**config.mk**
```make
export PLATFORM = sky130hd
export DESIGN_NAME = tff_bank_counter
export DESIGN_NICKNAME = d
export VERILOG_FILES = /design/src/rtl/tff_bank_counter.sv
export SDC_FILE = /design/constraint.sdc
export NUM_CORES = 1
export LEC_CHECK = 0
export CAP_MARGIN = 40
export CORE_AREA = 2 2 39 41
export CTS_CLUSTER_SIZE = 40
export DETAILED_ROUTE_END_ITERATION = 16
export DIE_AREA = 0 0 41 43
export PLACE_DENSITY = 0.7
export RECOVER_POWER = 100
export SKIP_CTS_REPAIR_TIMING = 1
export SYNTH_ARGS = -nofsm -noshare
export SYNTH_HDL_FRONTEND = slang
export SYNTH_HIERARCHICAL = 1
export SYNTH_SLANG_ARGS = --single-unit
```
**constraint.sdc**
```tcl
create_clock -name clk -period 3.9 [get_ports clk]
set_clock_uncertainty 0.05 [all_clocks]
set_input_delay 0.78 -clock clk [delete_from_list [all_inputs] [get_ports clk]]
set_output_delay 0.78 -clock clk [all_outputs]
set_load 0.02 [all_outputs]
```
**src/rtl/tff_bank_counter.sv**
```systemverilog
// tff_bank_counter: a bank of WIDTH T flip-flops sharing an async clear.
// It works as an independent toggle bank, an up/down counter built from
// the T chain, or a parallel-load register. tc and ovf flag terminal-value
// edges for timers and dividers.

// One flip-flop of the bank. The cell only knows "toggle" and "load".
// The bank decides which one applies to each bit.
module tff_bank_cell #(
  parameter logic RST_BIT = 1'b0
) (
  input  logic clk,
  input  logic clr_n,
  input  logic ld_i,
  input  logic ld_val_i,
  input  logic tog_i,
  output logic q_o
);

  // Load overrides toggle. The async clear restores this bit's reset value.
  always_ff @(posedge clk or negedge clr_n) begin
    if (!clr_n)    q_o <= RST_BIT;
    else if (ld_i) q_o <= ld_val_i;
    else           q_o <= q_o ^ tog_i;
  end

endmodule

module tff_bank_counter #(
  parameter int             WIDTH     = 4,
  parameter bit             SATURATE  = 1'b0,
  parameter logic [WIDTH-1:0] RESET_VAL = '0
) (
  input  logic             clk,
  input  logic             clr_n,
  input  logic             sclr,
  input  logic             en,
  input  logic [1:0]       mode,
  input  logic [WIDTH-1:0] t,
  input  logic [WIDTH-1:0] d,
  output logic [WIDTH-1:0] q,
  output logic             tc,
  output logic             ovf
);

  localparam logic [1:0] M_TOGGLE = 2'b00;
  localparam logic [1:0] M_UP     = 2'b01;
  localparam logic [1:0] M_DOWN   = 2'b10;
  localparam logic [1:0] M_LOAD   = 2'b11;

  logic [WIDTH-1:0] up_tog, dn_tog;
  logic [WIDTH-1:0] tog_d, ld_val_d;
  logic             ld_d;
  logic             tc_d, tc_q;
  logic             ovf_d, ovf_q;
  logic             at_top, at_bot;

  // Ripple-free T chain. A bit toggles when all lower bits are ones (up)
  // or all lower bits are zeros (down). Bit 0 always toggles.
  always_comb begin
    logic acc_u, acc_d;
    acc_u = 1'b1;
    acc_d = 1'b1;
    for (int i = 0; i < WIDTH; i++) begin
      up_tog[i] = acc_u;
      dn_tog[i] = acc_d;
      acc_u     = acc_u & q[i];
      acc_d     = acc_d & ~q[i];
    end
  end

  assign at_top = &q;
  assign at_bot = ~|q;

  // Pick the per-bit action for this edge and the next flag values.
  // t and d are only routed in their own modes, so an X on them cannot
  // reach q in other modes.
  always_comb begin
    tog_d    = '0;
    ld_d     = 1'b0;
    ld_val_d = '0;
    tc_d     = 1'b0;
    ovf_d    = ovf_q;
    if (sclr) begin
      ld_d  = 1'b1;
      ovf_d = 1'b0;
    end else if (en) begin
      case (mode)
        M_TOGGLE: tog_d = t;
        M_UP: begin
          // Counting past all ones is the terminal event.
          // In saturating mode q freezes there.
          if (at_top) begin
            tc_d  = 1'b1;
            ovf_d = 1'b1;
            tog_d = SATURATE ? '0 : up_tog;
          end else begin
            tog_d = up_tog;
          end
        end
        M_DOWN: begin
          if (at_bot) begin
            tc_d  = 1'b1;
            ovf_d = 1'b1;
            tog_d = SATURATE ? '0 : dn_tog;
          end else begin
            tog_d = dn_tog;
          end
        end
        M_LOAD: begin
          ld_d     = 1'b1;
          ld_val_d = d;
        end
      endcase
    end
  end

  // One cell per bit. Each cell gets its own bit of RESET_VAL.
  for (genvar i = 0; i < WIDTH; i++) begin : g_cell
    tff_bank_cell #(.RST_BIT(RESET_VAL[i])) u_cell (
      .clk      (clk),
      .clr_n    (clr_n),
      .ld_i     (ld_d),
      .ld_val_i (ld_val_d[i]),
      .tog_i    (tog_d[i]),
      .q_o      (q[i])
    );
  end

  // Flag registers update on the same edge as q.
  always_ff @(posedge clk or negedge clr_n) begin
    if (!clr_n) begin
      tc_q  <= 1'b0;
      ovf_q <= 1'b0;
    end else begin
      tc_q  <= tc_d;
      ovf_q <= ovf_d;
    end
  end

  assign tc  = tc_q;
  assign ovf = ovf_q;

endmodule

```
==> impl_results.md <==
- Outcome: finished, final reports clean
- Worst r2r path cells: 4
- Clock period minus worst slack: 2.607 ns
- Global-route wire length before repair: roughly 1700 um
- GRT overflow: 0
- Die area: approximately 1800 um^2
- CP startpoint: mode[0]
- Worst hold path class: flip-flop to flip-flop
- Setup_tns: 0 ns
- Bufs on Longest Clock Path: 2
- Worst setup EP type: flip-flop
- Final Hold Vio Count: 0
- Largest area contributor in the netlist: dfrtp_1
- Rows: 14
- WP data arrival: between 2 and 3 ns
- Path type of the worst setup path: input pin to flip-flop
- Pre-antenna DRT Iters: 3
- Synth Net Count: 75
- WHS Endpoint: ovf
- HPWL after DPL: approximately 840 um
- R2r setup slk: around 2.2 ns
- Vias per Instance: about 5.1
- Die height: approximately 43 um
- Top cells by area, synth: dfrtp_1 31%, ha_1 16%, xnor2_1 7.3%
- Worst slew margin: 75.47%
- Leak: approximately 0.33 nW
- Initial DRC Count: 7
- RSZ-0062 raised after global routing: no
- Slowest CP cell: dlygate4sd3_1
- Skew-Pair Late Insertion Delay: roughly 0.24 ns
- Starting Density: about a third
- Worst reg2reg endpoint: g_cell[3].u_cell/q_o
- Largest net degree at the start of global routing: 9
- Max Slew Vio Count: 0
- Actual slew at the worst max-slew pin: roughly 0.37 ns
- Core area: ~1400 um^2
- CTS tree: done
- CP Max Fanout: 5
- Period utilisation layout: ~67%
- CTS HTree Levels: 1
- Critical Path, Cell by Cell: dlygate4sd3_1 -> inv_1 -> ha_1 -> or4b_1 -> a31oi_1 -> xnor2_1 -> o21ai_0
- Final setup viols: 0
- Avg WL per Cell: 10.71 um
- Post-synthesis cell type count: 19
- FF+latch count, synth: 6
- Syn avg cell area: between 8 and 9 um^2
- DR vias: ~470
- DIE WIDTH: about 41 um
- CTS sink cnt: 6
- Max VDD drop: 0.00008051 V
- Max Cap Viol: 0
- PwrDens: 249.2 nW/um^2
- Boundary Pins: 20
- Sequential-to-total area share from yosys stat: around 31%
- Root Driver: clkbuf_4
- Area grow syn2layout: 47.41%
- Initial antenna violation count: 0
- PortBufs: 19
- Post-layout util: about half
- Hold depth: 1
- Yosys warning total: 6
- Post-Syn Area: 483.0 um^2
- WP data required: roughly 4.0 ns
- Post-Route WL: around 1000 um
- Post-route DRC: 0
- Clock transition at the registers of the reported paths: about 0.05 ns
- Share of layout cells above drive strength 1: 5.195%
- Share of Yosys cell area claimed by the top area cell type: a little under a third
- Max stage delay on crit path: just over 0.6 ns
- Cts bufs inserted: 3
- Commonest cells after routing, fill and taps aside: 10 x clkdlybuf4s50_1, 9 x nand2_1, 9 x dlygate4sd3_1, 6 x ha_1, 6 x dfrtp_1
- Routability cong.: approximately 0.90
- Overall global routing resource usage: roughly 14%
- Nets: 99
- Antenna Violating Nets Remaining: 0
- Ant diodes: 0
- Vias in the first global route: 436
- Crit start category: input pin
- Maximum clock rate: 0.3836 GHz
- Synthesized netlist cell count: 55
- Commonest non-fill, non-tap cell in the layout: clkdlybuf4s50_1
- Critical hold path startpoint: ovf
- Worst r2r src: g_cell[0].u_cell/q_o
- Fillers: ~140
## worst max-delay path by stage
stage                            to  slack [ns]  cells past startpoint
2_1_floorplan  g_cell[3].u_cell/q_o        1.81                      6
3_3_place_gp   g_cell[3].u_cell/q_o        1.24                      7
3_5_place_dp   g_cell[3].u_cell/q_o        1.18                      7
4_1_cts        g_cell[3].u_cell/q_o        1.44                      7
5_1_grt        g_cell[3].u_cell/q_o        1.17                      7
6_report       g_cell[3].u_cell/q_o        1.29                      7
## routing by layer
metal / up-vias / track usage [%] / share of wire, %
li1: 239 / - / -
met1: 222 / 18.97 / 43
met2: 10 / 20.94 / 52
met3: 2 / 1.571 / 3.1
met4: 0 / 10.00 / 1.8
met5: - / 0 / 0
## per-stage QoR
step | power (mW) | area (um^2) | std cells | setup slack (ns) | hold slack, ns
2_1_floorplan | 0.09734 | 483.0 | 55 | 1.810 | 0.4344
3_3_place_gp | 0.1246 | 693.2 | 90 | 1.236 | 0.4615
3_5_place_dp | 0.1246 | 693.2 | 90 | 1.178 | 0.4422
4_1_cts | 0.1842 | 715.7 | 93 | 1.439 | 0.4556
5_1_grt | 0.1881 | 711.9 | 93 | 1.172 | 0.4791
6_report | 0.1774 | 711.9 | 93 | 1.293 | 0.4475
## layout make-up
type	instances	area (um^2)	share of cell area, %
Clock buffer	3	22.52	3.163
Multi-Input combinational cell	45	314.1	44.11
Tap cell	16	20.02	2.812
Inverter	4	15.01	2.109
Sequential cell	6	150.1	21.09
Timing Repair Buffer	19	190.2	26.71
## cell usage after synthesis (all sizes together)
library cell  count
a21oi             3
a22oi             1
a31oi             1
a32o              1
and3              5
dfrtp             6
ha                6
inv               4
mux2i             2
nand2             9
nand2b            1
nand3             1
nand4             2
nor2              2
nor2b             1
o21ai             4
o22ai             1
or4b              1
xnor2             4
## critical path, delay by kind of cell
family	cells	cell delay, ns
buf+inv	2	0.72
simple gates	1	0.52
compound gates	2	0.30
fa+ha+maj	1	0.22
xor+xnor	1	0.13
## cells by family (layout without fill, tap and decap cells)
| group | after synthesis | after routing | share of synthesized area (%) |
|---|---|---|---|
| fa+ha+maj | 6 | 6 | 15.54 |
| mux | 2 | 2 | 4.145 |
| xor+xnor | 4 | 4 | 7.253 |
| simple gates | 22 | 22 | 24.09 |
| flops | 6 | 6 | 31.09 |
| buf+inv | 4 | 26 | 3.108 |
| compound gates | 11 | 11 | 14.77 |
## registers in the layout, indices dropped and copies added, names as in the netlist
name / cells
g_cell.u_cell/q_o: 4
tc: 1
ovf: 1
## power by group
part | internal (mW) | switching, mW
clock network | 0.0348 | 0.0226
logic | 0.0266 | 0.0218
registers | 0.0660 | 0.00559
total | 0.127 | 0.0500
No activity file was read; power rests on OpenSTA's default activity.
